===== config.mk =====
export PLATFORM = sky130hd
export DESIGN_NAME = alu_sequencer
export DESIGN_NICKNAME = d
export VERILOG_FILES = /design/src/rtl/alu_sequencer.sv
export SDC_FILE = /design/constraint.sdc
export NUM_CORES = 1
export LEC_CHECK = 0
export CAP_MARGIN = 20
export CORE_UTILIZATION = 44
export DETAILED_ROUTE_END_ITERATION = 8
export GPL_TIMING_DRIVEN = 0
export HOLD_SLACK_MARGIN = 0.05
export PLACE_DENSITY = 0.8
export SYNTH_ARGS = -nofsm -noshare
export SYNTH_HDL_FRONTEND = slang
export SYNTH_SLANG_ARGS = --single-unit

===== constraint.sdc =====
create_clock -name clk -period 2.29 [get_ports clk]
set_clock_uncertainty 0.05 [all_clocks]
set_input_delay 0.229 -clock clk [delete_from_list [all_inputs] [get_ports clk]]
set_output_delay 0.229 -clock clk [all_outputs]
set_load 0.1 [all_outputs]

===== src/rtl/alu_sequencer.sv =====
// alu_sequencer: multi-cycle fetch/decode/read/exec/writeback control for the
// S-Machine ALU. Owns the PC and the {Z,N,C} status word.
// Optional build macro ALU_SEQ_STEP_EN adds a `step` input and single-step mode
// (the FSM returns to IDLE after every writeback).
module alu_sequencer #(
    parameter int unsigned       ADDR_W   = 16,
    parameter logic [ADDR_W-1:0] RESET_PC = '0
) (
    input  logic              clk,
    input  logic              rst_n,
    input  logic              start,
`ifdef ALU_SEQ_STEP_EN
    input  logic              step,
`endif
    output logic              mem_req,
    output logic [ADDR_W-1:0] mem_addr,
    input  logic              mem_ack,
    input  logic [15:0]       mem_rdata,
    output logic [2:0]        rf_raddr_a,
    output logic [2:0]        rf_raddr_b,
    input  logic [15:0]       rf_rdata_a,
    input  logic [15:0]       rf_rdata_b,
    output logic              rf_we_a,
    output logic              rf_we_b,
    output logic [2:0]        rf_waddr_a,
    output logic [2:0]        rf_waddr_b,
    output logic [15:0]       rf_wdata_a,
    output logic [15:0]       rf_wdata_b,
    output logic [15:0]       alu_inst,
    output logic [15:0]       alu_a,
    output logic [15:0]       alu_b,
    input  logic [15:0]       alu_a_res,
    input  logic [15:0]       alu_b_res,
    input  logic              alu_z,
    input  logic              alu_n,
    input  logic              alu_c,
    output logic [2:0]        psw,
    output logic              busy,
    output logic              halted,
    output logic              illegal_op
);

    localparam int unsigned OP_W = 4;

    localparam logic [OP_W-1:0] OP_NOP  = 4'h0;
    localparam logic [OP_W-1:0] OP_ILL1 = 4'h1;
    localparam logic [OP_W-1:0] OP_INC  = 4'h2;
    localparam logic [OP_W-1:0] OP_ILL3 = 4'h3;
    localparam logic [OP_W-1:0] OP_ADD  = 4'h4;
    localparam logic [OP_W-1:0] OP_SUB  = 4'h5;
    localparam logic [OP_W-1:0] OP_OR   = 4'h6;
    localparam logic [OP_W-1:0] OP_AND  = 4'h7;
    localparam logic [OP_W-1:0] OP_XOR  = 4'h8;
    localparam logic [OP_W-1:0] OP_SHR  = 4'h9;
    localparam logic [OP_W-1:0] OP_MOV  = 4'hA;
    localparam logic [OP_W-1:0] OP_EXCH = 4'hB;
    localparam logic [OP_W-1:0] OP_CMP  = 4'hC;
    localparam logic [OP_W-1:0] OP_SET  = 4'hD;
    localparam logic [OP_W-1:0] OP_CLR  = 4'hE;
    localparam logic [OP_W-1:0] OP_HALT = 4'hF;

    typedef enum logic [2:0] {
        S_IDLE,
        S_FETCH,
        S_DECODE,
        S_READ,
        S_EXEC,
        S_WB,
        S_HALTED
    } state_t;

    state_t state;
    state_t state_next;

    logic [ADDR_W-1:0] pc;
    logic [15:0]       ir;
    logic [OP_W-1:0]   op;
    logic              go_c;
    logic              in_wb;

    logic              wb_we_a_c;
    logic              wb_we_b_c;
    logic [2:0]        wb_waddr_a_c;
    logic [2:0]        wb_waddr_b_c;
    logic              wb_psw_we_c;
    logic              wb_illegal_c;

    assign op       = ir[15:12];
    assign in_wb    = (state == S_WB);
    assign mem_addr = pc;

`ifdef ALU_SEQ_STEP_EN
    assign go_c = start | step;
    localparam state_t WB_NEXT = S_IDLE;
`else
    assign go_c = start;
    localparam state_t WB_NEXT = S_FETCH;
`endif

    // State register
    always_ff @(posedge clk or negedge rst_n) begin
        if (!rst_n) begin
            state <= S_IDLE;
        end else begin
            state <= state_next;
        end
    end

    // Next-state logic; start is only honoured from IDLE/HALTED
    always_comb begin
        state_next = state;
        case (state)
            S_IDLE:   if (go_c) state_next = S_FETCH;
            S_FETCH:  if (mem_ack) state_next = S_DECODE;
            S_DECODE: state_next = S_READ;
            S_READ:   state_next = S_EXEC;
            S_EXEC:   state_next = S_WB;
            S_WB:     state_next = (op == OP_HALT) ? S_HALTED : WB_NEXT;
            S_HALTED: if (go_c) state_next = S_FETCH;
            default:  state_next = S_IDLE;
        endcase
    end

    // Writeback decode: which ports write, whether flags update, illegal opcodes
    always_comb begin
        wb_we_a_c    = 1'b0;
        wb_we_b_c    = 1'b0;
        wb_waddr_a_c = ir[5:3];
        wb_waddr_b_c = ir[2:0];
        wb_psw_we_c  = 1'b0;
        wb_illegal_c = 1'b0;
        case (op)
            OP_INC: begin
                wb_waddr_a_c = ir[10:8];
                wb_waddr_b_c = ir[10:8];
                wb_we_a_c    = ~ir[11];
                wb_we_b_c    = ir[11];
                wb_psw_we_c  = 1'b1;
            end
            OP_ADD, OP_SUB, OP_OR, OP_AND, OP_XOR, OP_SHR: begin
                wb_we_a_c   = 1'b1;
                wb_psw_we_c = 1'b1;
            end
            OP_MOV: begin
                wb_we_b_c   = 1'b1;
                wb_psw_we_c = 1'b1;
            end
            OP_EXCH: begin
                wb_we_a_c   = 1'b1;
                wb_we_b_c   = 1'b1;
                wb_psw_we_c = 1'b1;
            end
            OP_CMP, OP_SET, OP_CLR: begin
                wb_psw_we_c = 1'b1;
            end
            OP_ILL1, OP_ILL3: begin
                wb_illegal_c = 1'b1;
            end
            OP_NOP, OP_HALT: begin
                wb_psw_we_c = 1'b0;
            end
            default: begin
                wb_psw_we_c = 1'b0;
            end
        endcase
    end

    // Fetch, operand read and ALU presentation; alu_inst stays 0 until operands settle
    always_ff @(posedge clk or negedge rst_n) begin
        if (!rst_n) begin
            pc         <= RESET_PC;
            ir         <= '0;
            mem_req    <= 1'b0;
            rf_raddr_a <= '0;
            rf_raddr_b <= '0;
            alu_inst   <= '0;
            alu_a      <= '0;
            alu_b      <= '0;
        end else begin
            mem_req <= (state_next == S_FETCH);
            if (state == S_FETCH && mem_ack) begin
                ir <= mem_rdata;
                pc <= pc + ADDR_W'(1);
                if (mem_rdata[15:12] == OP_INC) begin
                    rf_raddr_a <= mem_rdata[10:8];
                    rf_raddr_b <= mem_rdata[10:8];
                end else begin
                    rf_raddr_a <= mem_rdata[5:3];
                    rf_raddr_b <= mem_rdata[2:0];
                end
            end
            if (state == S_READ) begin
                alu_a <= rf_rdata_a;
                alu_b <= rf_rdata_b;
            end
            alu_inst <= (state_next == S_EXEC || state_next == S_WB) ? ir : 16'h0000;
        end
    end

    // Writeback strobes, status word and status outputs
    always_ff @(posedge clk or negedge rst_n) begin
        if (!rst_n) begin
            rf_we_a    <= 1'b0;
            rf_we_b    <= 1'b0;
            rf_waddr_a <= '0;
            rf_waddr_b <= '0;
            rf_wdata_a <= '0;
            rf_wdata_b <= '0;
            psw        <= '0;
            illegal_op <= 1'b0;
            busy       <= 1'b0;
            halted     <= 1'b0;
        end else begin
            rf_we_a    <= in_wb && wb_we_a_c;
            rf_we_b    <= in_wb && wb_we_b_c;
            illegal_op <= in_wb && wb_illegal_c;
            if (in_wb && wb_we_a_c) begin
                rf_waddr_a <= wb_waddr_a_c;
                rf_wdata_a <= alu_a_res;
            end
            if (in_wb && wb_we_b_c) begin
                rf_waddr_b <= wb_waddr_b_c;
                rf_wdata_b <= alu_b_res;
            end
            if (in_wb && wb_psw_we_c) begin
                psw <= {alu_z, alu_n, alu_c};
            end
            busy   <= !(state_next == S_IDLE || state_next == S_HALTED);
            halted <= (state_next == S_HALTED);
        end
    end

endmodule


==> summary.json <==
{
  "run_status": {
    "run_status": "completed"
  },
  "cts": {
    "cts.sinks": 136,
    "clock_tree.htree_level_count": 4,
    "cts_buffers": 17,
    "cts.path.max_buffers": 2,
    "post_cts_buffers": 0,
    "ctsRootBufferMaster": "clkbuf_16",
    "worst_setup_hold_path_clk_slew_ns": 0.05,
    "cts_tree": "built",
    "insertion_delay_ns": 0.41
  },
  "sta": {
    "worst-slew-pin-transition_ns": 1.01,
    "timing.final.setup_violations": 0,
    "timing.final.crit_share": 0.982,
    "report.final.slew_viol_count": 0,
    "max_freq_ghz": 0.445,
    "final_period_minus_worst_setup_slack_ns": 2.25,
    "grt_setup_unrepaired": "no",
    "maxSlewHeadroom": 0.323,
    "timing.final.hold_violations": 0
  },
  "detailed_routing": {
    "routed_wire_length_per_instance_microns": 16.3,
    "via_count": 3756,
    "drc": 0,
    "route.final.wire_length_microns": 12300,
    "final_ant_viol_nets": 0,
    "drtIter0Drc": 115,
    "drt-vias-per-instance": 4.96,
    "drt_first_pass_iters": 4
  },
  "setup_path": {
    "worstPathRequired_ns": 2.01,
    "setup.worst_path.start_class": "flop",
    "worst-setup-path-type": "reg2out",
    "critical_path_buf_inv_count": 1,
    "critPathTopFamily": "buffers and inverters",
    "critPathArrivalTime_ns": 1.97,
    "critPathSlowestCell": "clkdlybuf4s50_1",
    "setup.worst_path.end_class": "output port",
    "critical_path.cell_chain": "clkdlybuf4s50_1",
    "critical_path.max_stage_delay_ns": 1.16,
    "path_max_fanout": 4
  },
  "floorplanning": {
    "initial_util": 0.451,
    "die_w_microns": 113,
    "num_io_pins": 204,
    "core_area_sq_um": 12000,
    "floorplan.die_area_sq_um": 12700,
    "row_count": 40,
    "die_height_microns": 113
  },
  "global_routing": {
    "antenna_found_initial": 0,
    "wire_length_of_the_first_global_routing_pass_microns": 20100,
    "via_count_of_the_first_global_routing_pass": 3945,
    "overflow": 0,
    "gr-usage-all-layers": 0.207,
    "largest_net_degree_at_the_start_of_global_routing": 104
  },
  "synth": {
    "synthesis.instances": 375,
    "synthDominantAreaCellType": "dfrtp_1",
    "syn-cell-area_sq_um": 5400,
    "synth_fp_nets": 463,
    "netlist_top_cells_area": "dfrtp_1, mux2_2, nor2b_1",
    "async_reset_ff_frac": 1.00,
    "synth_top_area_frac": 0.631,
    "ys_dominant_reg_cell": "dfrtp_1",
    "synthesis.area_per_instance_sq_um": 14.4,
    "yosys.cell_types.count": 41,
    "synth.yosys.seq_area_share": 0.631,
    "synth_enable_flop_cells": 0,
    "synth_seq_cells": 136,
    "yosys_warnings": 0
  },
  "final_layout": {
    "final_util": 0.684,
    "diodes": 0,
    "nets": 687,
    "areaGrowthSynthToFinish_pct": 51.6,
    "drive_gt1_frac": 0.230
  },
  "place": {
    "place.gp.congestion": 0.774,
    "port_buffers": 203,
    "detailed_placement_hpwl_microns": 8960
  },
  "min_path": {
    "worstHoldPathType": "in2async"
  },
  "run": {
    "reported_max_cap_violation_count": 0
  }
}
[per-layer routing]
metal / global-route usage / up-vias / wire length [microns]
met5: 0 / - / 0
met4: 0.104 / 0 / 324
met3: 0.0670 / 22 / 827
met2: 0.340 / 129 / 6140
met1: 0.245 / 1853 / 5050
li1: - / 1752 / -
[path summary, 6_finish.rpt]
kind / startpoint / end / slack [ns] / cells after the start
setup / recovery: mem_addr[6] / mem_addr[6] / 0.04 / 1
hold / removal: rst_n / alu_b[8] / 0.23 / 2
setup reg to reg: ir[15] / rf_waddr_a[0] / 0.28 / 4
hold reg to reg: rf_waddr_b[2] / rf_waddr_b[2] / 0.43 / 2
max in group asynchronous: rst_n / alu_inst[9] / 1.16 / 3
min in group clk: alu_a_res[13] / rf_wdata_a[13] / 0.38 / 2
[layout make-up]
| type | count | area [sq um] |
|---|---|---|
| Timing Repair Buffer | 205 | 2070 |
| Sequential cell | 136 | 3400 |
| Multi-Input combinational cell | 217 | 1890 |
| Clock inverter | 3 | 15.0 |
| Clock buffer | 27 | 513 |
| Tap cell | 147 | 184 |
| Inverter | 5 | 18.8 |
| Buffer | 17 | 88.8 |
| Fill cell | 913 | 3780 |
[cell families after synthesis]
logic type,Yosys count,share of synthesized area
muxes,99,0.204
adders and majority gates,1,0.00232
xor gates and xnor gates,16,0.0260
AOI/OAI and AO/OA,24,0.0264
DFF,136,0.631
buffers and inverters,22,0.0199
and+or+nand+nor,77,0.0902
[metrics by stage]
step / instance area (sq um) / setup TNS [ns] / setup WS, ns / hold WS [ns] / instances
after floorplan: 5400 / 0 / 0.101 / -0.117 / 375
after global placement: 7610 / -577.17 / -4.25 / 0.416 / 725
after detailed placement: 7640 / 0 / 0.220 / 0.0837 / 726
after CTS: 8170 / 0 / 0.0169 / 0.211 / 757
after global routing: 8180 / 0 / 0.00613 / 0.261 / 757
final: 8180 / 0 / 0.0421 / 0.230 / 757
[synthesized netlist by cell type, types with 5 or more instances]
cell type  count
o21ai_0        6
a21oi_1       11
nor2_1        15
mux2_2        90
nor2b_1       18
nand3_1        5
nor3_1         5
xor2_1         9
mux2i_1        9
nand2_1        8
buf_2         11
xnor2_1        7
dfrtp_1      136
inv_1          5
[timing repair]
item / 4_1_cts / 5_1_grt
pin swaps: 0 / 0
setup endpoints to repair: 6 / 4
hold buffers: 1 / 0
gates resized for setup: 6 / 4
hold endpoints to repair: 33 / 0
[flip-flops by register name (all words and copies together) (netlist names), 16 cells and up]
signal      flops
alu_inst       16
alu_a          16
alu_b          16
mem_addr       16
rf_wdata_b     16
rf_wdata_a     16
ir             16
[cells in the final DEF, fill, tap and decap left out, types with 2 or more instances in the layout]
cell type | netlist | final
buf_4 | 3 | 3
nand4_1 | 3 | 3
and3b_1 | 2 | 2
a21oi_1 | 11 | 11
nand3b_1 | 2 | 2
nor4_2 | 3 | 3
clkbuf_16 | 0 | 17
or3_1 | 2 | 2
mux2i_1 | 9 | 9
buf_2 | 11 | 11
xor2_1 | 9 | 9
clkbuf_8 | 0 | 5
inv_1 | 5 | 5
nor2b_1 | 18 | 18
clkbuf_1 | 3 | 8
dlygate4sd2_1 | 0 | 6
clkinv_2 | 0 | 3
xnor2_1 | 7 | 7
o21ai_0 | 6 | 6
nand2_1 | 8 | 8
nand2b_1 | 3 | 3
nor2_1 | 15 | 15
nor3_1 | 5 | 5
dfrtp_1 | 136 | 136
dlymetal6s2s_1 | 0 | 4
mux2_2 | 90 | 90
nand3_1 | 5 | 5
clkdlybuf4s50_1 | 0 | 192
Power is not shown: default switching activity piles up to over one toggle a cycle in this logic, so the estimate is an artifact.
